`src/rtl/mem_arbiter.sv`:
```
// mem_arbiter: round-robin arbiter that gives a read-only fetch requester and
// a load/store data requester access to one shared memory port.
//
// Ports
//   clk, reset                  clock, asynchronous active-high reset
//   f_en, f_addr                fetch read request
//   f_do, f_ack                 fetch read data (held) and one-cycle done pulse
//   d_en, d_we, d_addr, d_di    data request (d_we=1 store, 0 load)
//   d_do, d_ack                 load data (held) and one-cycle done pulse
//   err                         high with f_ack/d_ack when the access timed out
//   mem_en, mem_we, mem_addr,   registered shared memory request
//   mem_di
//   mem_do, mem_ack             memory read data, valid while mem_ack=1
//   busy                        high whenever a transaction is in progress
//
// One transaction at a time: IDLE grants, BUSY waits for mem_ack (bounded by
// TIMEOUT cycles), RELEASE is a one-cycle gap before the next grant.
module mem_arbiter #(
  parameter int ADDR_WIDTH = 10,
  parameter int DATA_WIDTH = 32,
  parameter int TIMEOUT    = 255
) (
  input  logic                  clk,
  input  logic                  reset,
  input  logic                  f_en,
  input  logic [ADDR_WIDTH-1:0] f_addr,
  output logic [DATA_WIDTH-1:0] f_do,
  output logic                  f_ack,
  input  logic                  d_en,
  input  logic                  d_we,
  input  logic [ADDR_WIDTH-1:0] d_addr,
  input  logic [DATA_WIDTH-1:0] d_di,
  output logic [DATA_WIDTH-1:0] d_do,
  output logic                  d_ack,
  output logic                  err,
  output logic                  mem_en,
  output logic                  mem_we,
  output logic [ADDR_WIDTH-1:0] mem_addr,
  output logic [DATA_WIDTH-1:0] mem_di,
  input  logic [DATA_WIDTH-1:0] mem_do,
  input  logic                  mem_ack,
  output logic                  busy
);

  typedef enum logic [1:0] {IDLE = 2'd0, BUSY = 2'd1, RELEASE = 2'd2} state_t;

  // The counter value seen on the edge that would make it equal TIMEOUT.
  localparam logic [7:0] CNT_LAST = 8'(TIMEOUT - 1);

  state_t                state_q, state_d;
  logic                  grant_q, grant_d;   // 0 = fetch, 1 = data
  logic                  last_q, last_d;     // requester served most recently
  logic [7:0]            cnt_q, cnt_d;
  logic                  mem_en_q, mem_en_d;
  logic                  mem_we_q, mem_we_d;
  logic [ADDR_WIDTH-1:0] mem_addr_q, mem_addr_d;
  logic [DATA_WIDTH-1:0] mem_di_q, mem_di_d;
  logic [DATA_WIDTH-1:0] f_do_q, f_do_d;
  logic [DATA_WIDTH-1:0] d_do_q, d_do_d;
  logic                  f_ack_q, f_ack_d;
  logic                  d_ack_q, d_ack_d;
  logic                  err_q, err_d;
  logic                  pick;
  logic                  timeout_hit;

  assign timeout_hit = (cnt_q == CNT_LAST);

  // State register and all datapath registers.
  always_ff @(posedge clk or posedge reset) begin
    if (reset) begin
      state_q    <= IDLE;
      grant_q    <= 1'b0;
      last_q     <= 1'b1;  // fetch wins the first tie
      cnt_q      <= '0;
      mem_en_q   <= 1'b0;
      mem_we_q   <= 1'b0;
      mem_addr_q <= '0;
      mem_di_q   <= '0;
      f_do_q     <= '0;
      d_do_q     <= '0;
      f_ack_q    <= 1'b0;
      d_ack_q    <= 1'b0;
      err_q      <= 1'b0;
    end else begin
      state_q    <= state_d;
      grant_q    <= grant_d;
      last_q     <= last_d;
      cnt_q      <= cnt_d;
      mem_en_q   <= mem_en_d;
      mem_we_q   <= mem_we_d;
      mem_addr_q <= mem_addr_d;
      mem_di_q   <= mem_di_d;
      f_do_q     <= f_do_d;
      d_do_q     <= d_do_d;
      f_ack_q    <= f_ack_d;
      d_ack_q    <= d_ack_d;
      err_q      <= err_d;
    end
  end

  // Next-state logic.
  always_comb begin
    state_d = state_q;
    case (state_q)
      IDLE:    if (f_en || d_en) state_d = BUSY;
      BUSY:    if (mem_ack || timeout_hit) state_d = RELEASE;
      RELEASE: state_d = IDLE;
      default: state_d = IDLE;
    endcase
  end

  // Datapath / output next values.
  always_comb begin
    grant_d    = grant_q;
    last_d     = last_q;
    cnt_d      = cnt_q;
    mem_en_d   = mem_en_q;
    mem_we_d   = mem_we_q;
    mem_addr_d = mem_addr_q;
    mem_di_d   = mem_di_q;
    f_do_d     = f_do_q;
    d_do_d     = d_do_q;
    f_ack_d    = 1'b0;
    d_ack_d    = 1'b0;
    err_d      = 1'b0;
    // On a tie serve whoever was not served last; otherwise the sole requester.
    pick       = (f_en && d_en) ? ~last_q : d_en;
    case (state_q)
      IDLE: begin
        if (f_en || d_en) begin
          grant_d  = pick;
          cnt_d    = '0;
          mem_en_d = 1'b1;
          if (pick) begin
            mem_we_d   = d_we;
            mem_addr_d = d_addr;
            mem_di_d   = d_di;
          end else begin
            mem_we_d   = 1'b0;
            mem_addr_d = f_addr;
            mem_di_d   = '0;
          end
        end
      end
      BUSY: begin
        // mem_ack takes priority so an ack on the last allowed cycle is a
        // normal completion.
        if (mem_ack) begin
          mem_en_d = 1'b0;
          mem_we_d = 1'b0;
          last_d   = grant_q;
          if (grant_q) begin
            d_ack_d = 1'b1;
            if (!mem_we_q) d_do_d = mem_do;
          end else begin
            f_ack_d = 1'b1;
            f_do_d  = mem_do;
          end
        end else if (timeout_hit) begin
          mem_en_d = 1'b0;
          mem_we_d = 1'b0;
          last_d   = grant_q;
          err_d    = 1'b1;
          if (grant_q) begin
            d_ack_d = 1'b1;
            d_do_d  = '0;
          end else begin
            f_ack_d = 1'b1;
            f_do_d  = '0;
          end
        end else begin
          cnt_d = cnt_q + 8'd1;
        end
      end
      default: ;
    endcase
  end

  assign f_do     = f_do_q;
  assign f_ack    = f_ack_q;
  assign d_do     = d_do_q;
  assign d_ack    = d_ack_q;
  assign err      = err_q;
  assign mem_en   = mem_en_q;
  assign mem_we   = mem_we_q;
  assign mem_addr = mem_addr_q;
  assign mem_di   = mem_di_q;
  assign busy     = (state_q != IDLE);

endmodule
```
`config.mk`:
```
export PLATFORM = sky130hd
export DESIGN_NAME = mem_arbiter
export DESIGN_NICKNAME = d
export VERILOG_FILES = /design/src/rtl/mem_arbiter.sv
export SDC_FILE = /design/constraint.sdc
export NUM_CORES = 1
export LEC_CHECK = 0
export CORE_MARGIN = 1.5
export CORE_UTILIZATION = 42
export CTS_BUF_LIST = sky130_fd_sc_hd__clkbuf_8 sky130_fd_sc_hd__clkbuf_16
export DETAILED_ROUTE_END_ITERATION = 10
export GPL_TIMING_DRIVEN = 0
export PLACE_DENSITY = 0.8
export SLEW_MARGIN = 25
export SYNTH_ARGS = -nofsm -noshare
export SYNTH_HDL_FRONTEND = slang
export SYNTH_SLANG_ARGS = --single-unit
```
`constraint.sdc`:
```
create_clock -name clk -period 5 [get_ports clk]
set_input_delay 0.5 -clock clk [delete_from_list [all_inputs] [get_ports clk]]
set_output_delay 0.5 -clock clk [all_outputs]
set_load 0.005 [all_outputs]
```
Yosys cells after proc, flatten, opt, wreduce, memory -nomap -nowiden
Cells that the tools add are included. Widths: inputs -> output; s select.

Bits in registers: 123. Bits of input ports: 90. Word-level logic and storage cells: 77.

Add/subtract/negate cells: 1. Equality and inequality tests: 8. Muxes and demuxes: 39. Bitwise gates (word level): 2. Reductions and logical operators: 14.

Operator list (count): $mux 32 (10); $mux 8 (3); $mux 1 (19); $pmux 8 s2 (1); $mux 10 (1); $ne 2x2->1 const B (5); $add 8x1->8 const B (1); $eq 8x8->1 const B (1); $reduce_and 4->1 (2); $reduce_and 2->1 (3); $reduce_and 3->1 (2); $reduce_bool 2->1 (3); $mux 2 (2); $pmux 1 s2 (2); $pmux 2 s2 (1); $ne 3x3->1 const B (1); $eq 2x1->1 const B (1); $logic_not 2->1 (1); $logic_or 1x1->1 (2); $not 1->1 (2); $logic_and 1x1->1 (1).

Longest topological paths before layout
Word-level depth: 5. Mapped depth: 7. Gate-level depth less buffers: 7.

Least setup slack after synthesis
Ideal clock, no wire load.

Path type: input to register. From: input mem_ack. To: register cnt_q[7]. Library setup time: 0.126 ns. Arrival: 1.623 ns. Data required time: 4.874 ns. Slack: 3.251 ns. Stages on the path: 5. Path buffers: 1. Cells stage by stage: or3b_4 > o21bai_4 > and2_4 > buf_6 > a221o_1.

Word-level cells in the longest chain between the ends: 2.

Ends and longest elaborated chain: start: declaration (line 41) `input logic mem_ack,`; $ne 2x2->1 (no line); $reduce_and 4->1 (no line); end signal: assignment (line 88) `cnt_q <= cnt_d;`; end: declaration (line 53) `logic [7:0] cnt_q, cnt_d;`.

Every way passes these cells. A chain may end at the register's enable or synchronous reset.

Worst setup path after layout
From: register state_q[0]. To: output busy.

Word-level cells in the longest chain between the ends: 1.

Ends and longest elaborated chain: start: declaration (line 50) `state_t state_q, state_d;`; start signal: assignment (line 85) `state_q <= state_d;`; $reduce_bool 2->1 (line 188) `assign busy = (state_q != IDLE);`; end: declaration (line 42) `output logic busy`.

Every way passes these cells.

==> flow_summary.ini <==
[status]
status = finished clean

[logic_synthesis]
synthArstFlopShare_pct = 100
synth_top_flop_cell = dfrtp_1
syn_inst = 343
synth_commonest_cells = dfrtp_1 (122), a22o_1 (96), o21ai_0 (18)
synth_edf_count = 0
yosysTopAreaCellShare_pct = 65.5
syn_nets = 435
synth_adder_area_share_pct = 0.537
synth_top_area_cell = dfrtp_1
ys_ff_latch = 123
synth-compound-area-share_pct = 22.6
synth-simple-area-share_pct = 5.04
synth_seq_area_share_pct = 66.0
netlist_area_um2 = 4660
ys.warnings.count = 0
syn_avg_cell_area_um2 = 13.6
synth_xor_xnor_area_share_pct = 0.188
synth.distinct_cells = 36
synth_top_family_by_area = compound AO/OA/AOI/OAI gates
post-synth-top-count-cell = dfrtp_1
synth.area.top_cells = dfrtp_1 (65%), a22o_1 (18%), mux2i_1 (2.1%), o21ai_0 (1.9%), buf_2 (1.4%)
yosys-mux-area-fraction_pct = 2.39

[floorplan]
die_area_um2 = 11700
die_y_um = 108
coreArea_um2 = 10800
ioPinCount = 202
row_count = 38
initial_utilization_pct = 43.0
fp.dieW_um = 108

[clock_network]
cts_root_buf = clkbuf_8
clk_pin_slew_ps = 60
ctsHoldBuffers = 0
ctsResizeCount = 0
cts.sinks = 123
cts-htree-levels = 4
post_cts_buffers = 0
cts_buffers = 17
cts_tree = yes
ctsLongestPathBuffers = 2
insertion_delay_ps = 510

[worst_setup_path]
timing.critical_path.slowest_cell_delay_ps = 470
worst_path_max_delay_cell = clkdlybuf4s50_1
critPathBufInv = 1
start_kind = flip-flop
cp-end-kind = output pin
critPathArrivalTime_ps = 1660
cp_top_family = buffers and inverters
crit_type = flip-flop to output pin
timing.reg2reg.setup_slack_ps = 3050
crit_chain = or2_1 > clkdlybuf4s50_1
cp_max_fo = 4
critPathRequiredTime_ps = 4500

[route]
drc = 0
antenna_left = 0
wl_um = 12800
drtIter0Drc = 243
first_pass_iters = 4
via_per_inst = 5.31
route.detailed.wl_per_inst_um = 17.9
vias = 3803

[final_layout]
fin_cells = 716
drive_above_1_share_pct = 9.55
diodes = 0
areaGrowthSynthToFinish_pct = 59.4
nNetsFinal = 656

[power]
power_switching_w = 0.00136
internal_power_w = 0.00325
p_leak_nw = 3.38
p_seq_share_pct = 37.2
clkPwrFrac_pct = 24.3
total_power_w = 0.00461
powerDensity_nw_per_um2 = 621
switching_share_pct = 29.6
ir_drop_mv = 0.315
p_comb_share_pct = 38.5

[timing]
min_period_ps = 2160
rsz0062_at_grt = no
slew_headroom_pct = 62.4
worst_slew_pin_slew_ps = 559
period_share_pct = 43.2
holdWs_ps = 372
fin_skew_ps = 8.58
setup-violations-final = 0
drv_slew = 0
finalHoldViolations = 0
clock.fmax_mhz = 463
finalWorstSetupSlack_ps = 2840

[global_routing]
first_global_vias = 3932
antenna_found_initial = 0
grt_start_max_net_pins = 80
overflow = 0
track_usage_pct = 22.9
grt_first_pass_wirelength_um = 20400

[placement]
dp_cells = 685
io_buffers = 201
pre_cts_slack_ps = 2550
place.gp.congestion = 0.808
dp_hpwl_um = 9040

[worst_hold_path]
hp-class = primary input to async pin

[flow_run]
drv_cap = 0
## cell usage in the layout (no fill, tap or decap), types with 3 or more instances in the layout
cell type        Yosys  routed
mux2i_1             10      10
nand2_1             12      12
clkinv_4             0       4
clkdlybuf4s50_1      0     201
a22o_1              96      96
dfrtp_1            122     122
clkinv_2             0       3
a21o_1               3       3
clkinvlp_4           0       3
nand2b_1             3       3
inv_1                8       7
clkbuf_16            0      16
nor3_1               5       5
buf_2               13      13
clkbuf_1            11      11
nor2_1               5       5
nand3_1              9       9
inv_6                0       3
o21ai_0             18      18
## final timing paths
kind | cells after the start | end | start
min in group clk | 2 | mem_addr[3]$_DFFE_PP0P_ | mem_addr[3]$_DFFE_PP0P_
worst max-delay path | 2 | busy | state_q[0]$_DFFE_PP0P_
worst max register to register | 7 | f_do[26]$_DFFE_PP0P_ | cnt_q[0]$_DFFE_PP0P_
max in group asynchronous | 3 | last_q$_DFFE_PP1P_ | reset
worst min register to register | 2 | mem_addr[3]$_DFFE_PP0P_ | mem_addr[3]$_DFFE_PP0P_
worst min-delay path | 2 | d_do[14]$_DFFE_PP0P_ | reset
## power groups by stage
stage               registers, W  logic (W)  clock network (W)
global route             0.00176    0.00193            0.00119
finish                   0.00172    0.00178            0.00112
CTS                      0.00171    0.00180            0.00114
detailed placement       0.00171    0.00179                  0
floorplan                0.00171   0.000649                  0
global placement         0.00171    0.00175                  0
## area by class of cell
type	instances	area, µm²
Clock buffer	18	428
Clock inverter	13	120
Inverter	8	35.0
Sequential cell	123	3080
Fill cell	793	3410
Tap cell	140	175
Multi-Input combinational cell	187	1440
Timing Repair Buffer	202	2040
Buffer	25	118
## state kept, by name (all words and copies together) (netlist names), 2 cells and up
| signal | cells |
|---|---|
| f_do | 32 |
| state_q | 2 |
| mem_di | 32 |
| mem_addr | 10 |
| cnt_q | 8 |
| d_do | 32 |
## cells by family after synthesis
logic type / after synthesis
xor gates and xnor gates: 1
and+or+nand+nor: 44
adders and majority gates: 2
muxes: 11
DFF: 123
AOI/OAI and AO/OA: 129
buffers and inverters: 33
## stage by stage
stage / TNS (ps) / util [%] / cell area [µm²]
detailed placement: 0 / 63.5 / 6880
floorplan: 0 / - / 4660
global placement: -32210 / 63.2 / 6850
CTS: 0 / 68.5 / 7430
global route: 0 / 68.5 / 7430
finish: 0 / 68.5 / 7430
## metal layers
metal | vias to the layer above | GRT usage (%) | wire, µm | share of wire [%]
li1 | 1735 | - | - | -
met1 | 1865 | 28.7 | 5570 | 43
met2 | 188 | 36.2 | 5940 | 46
met3 | 15 | 9.04 | 1150 | 8.9
met4 | 0 | 7.80 | 180 | 1.4
met5 | - | 0 | 0 | 0
Power figures use the tool's default switching activity.
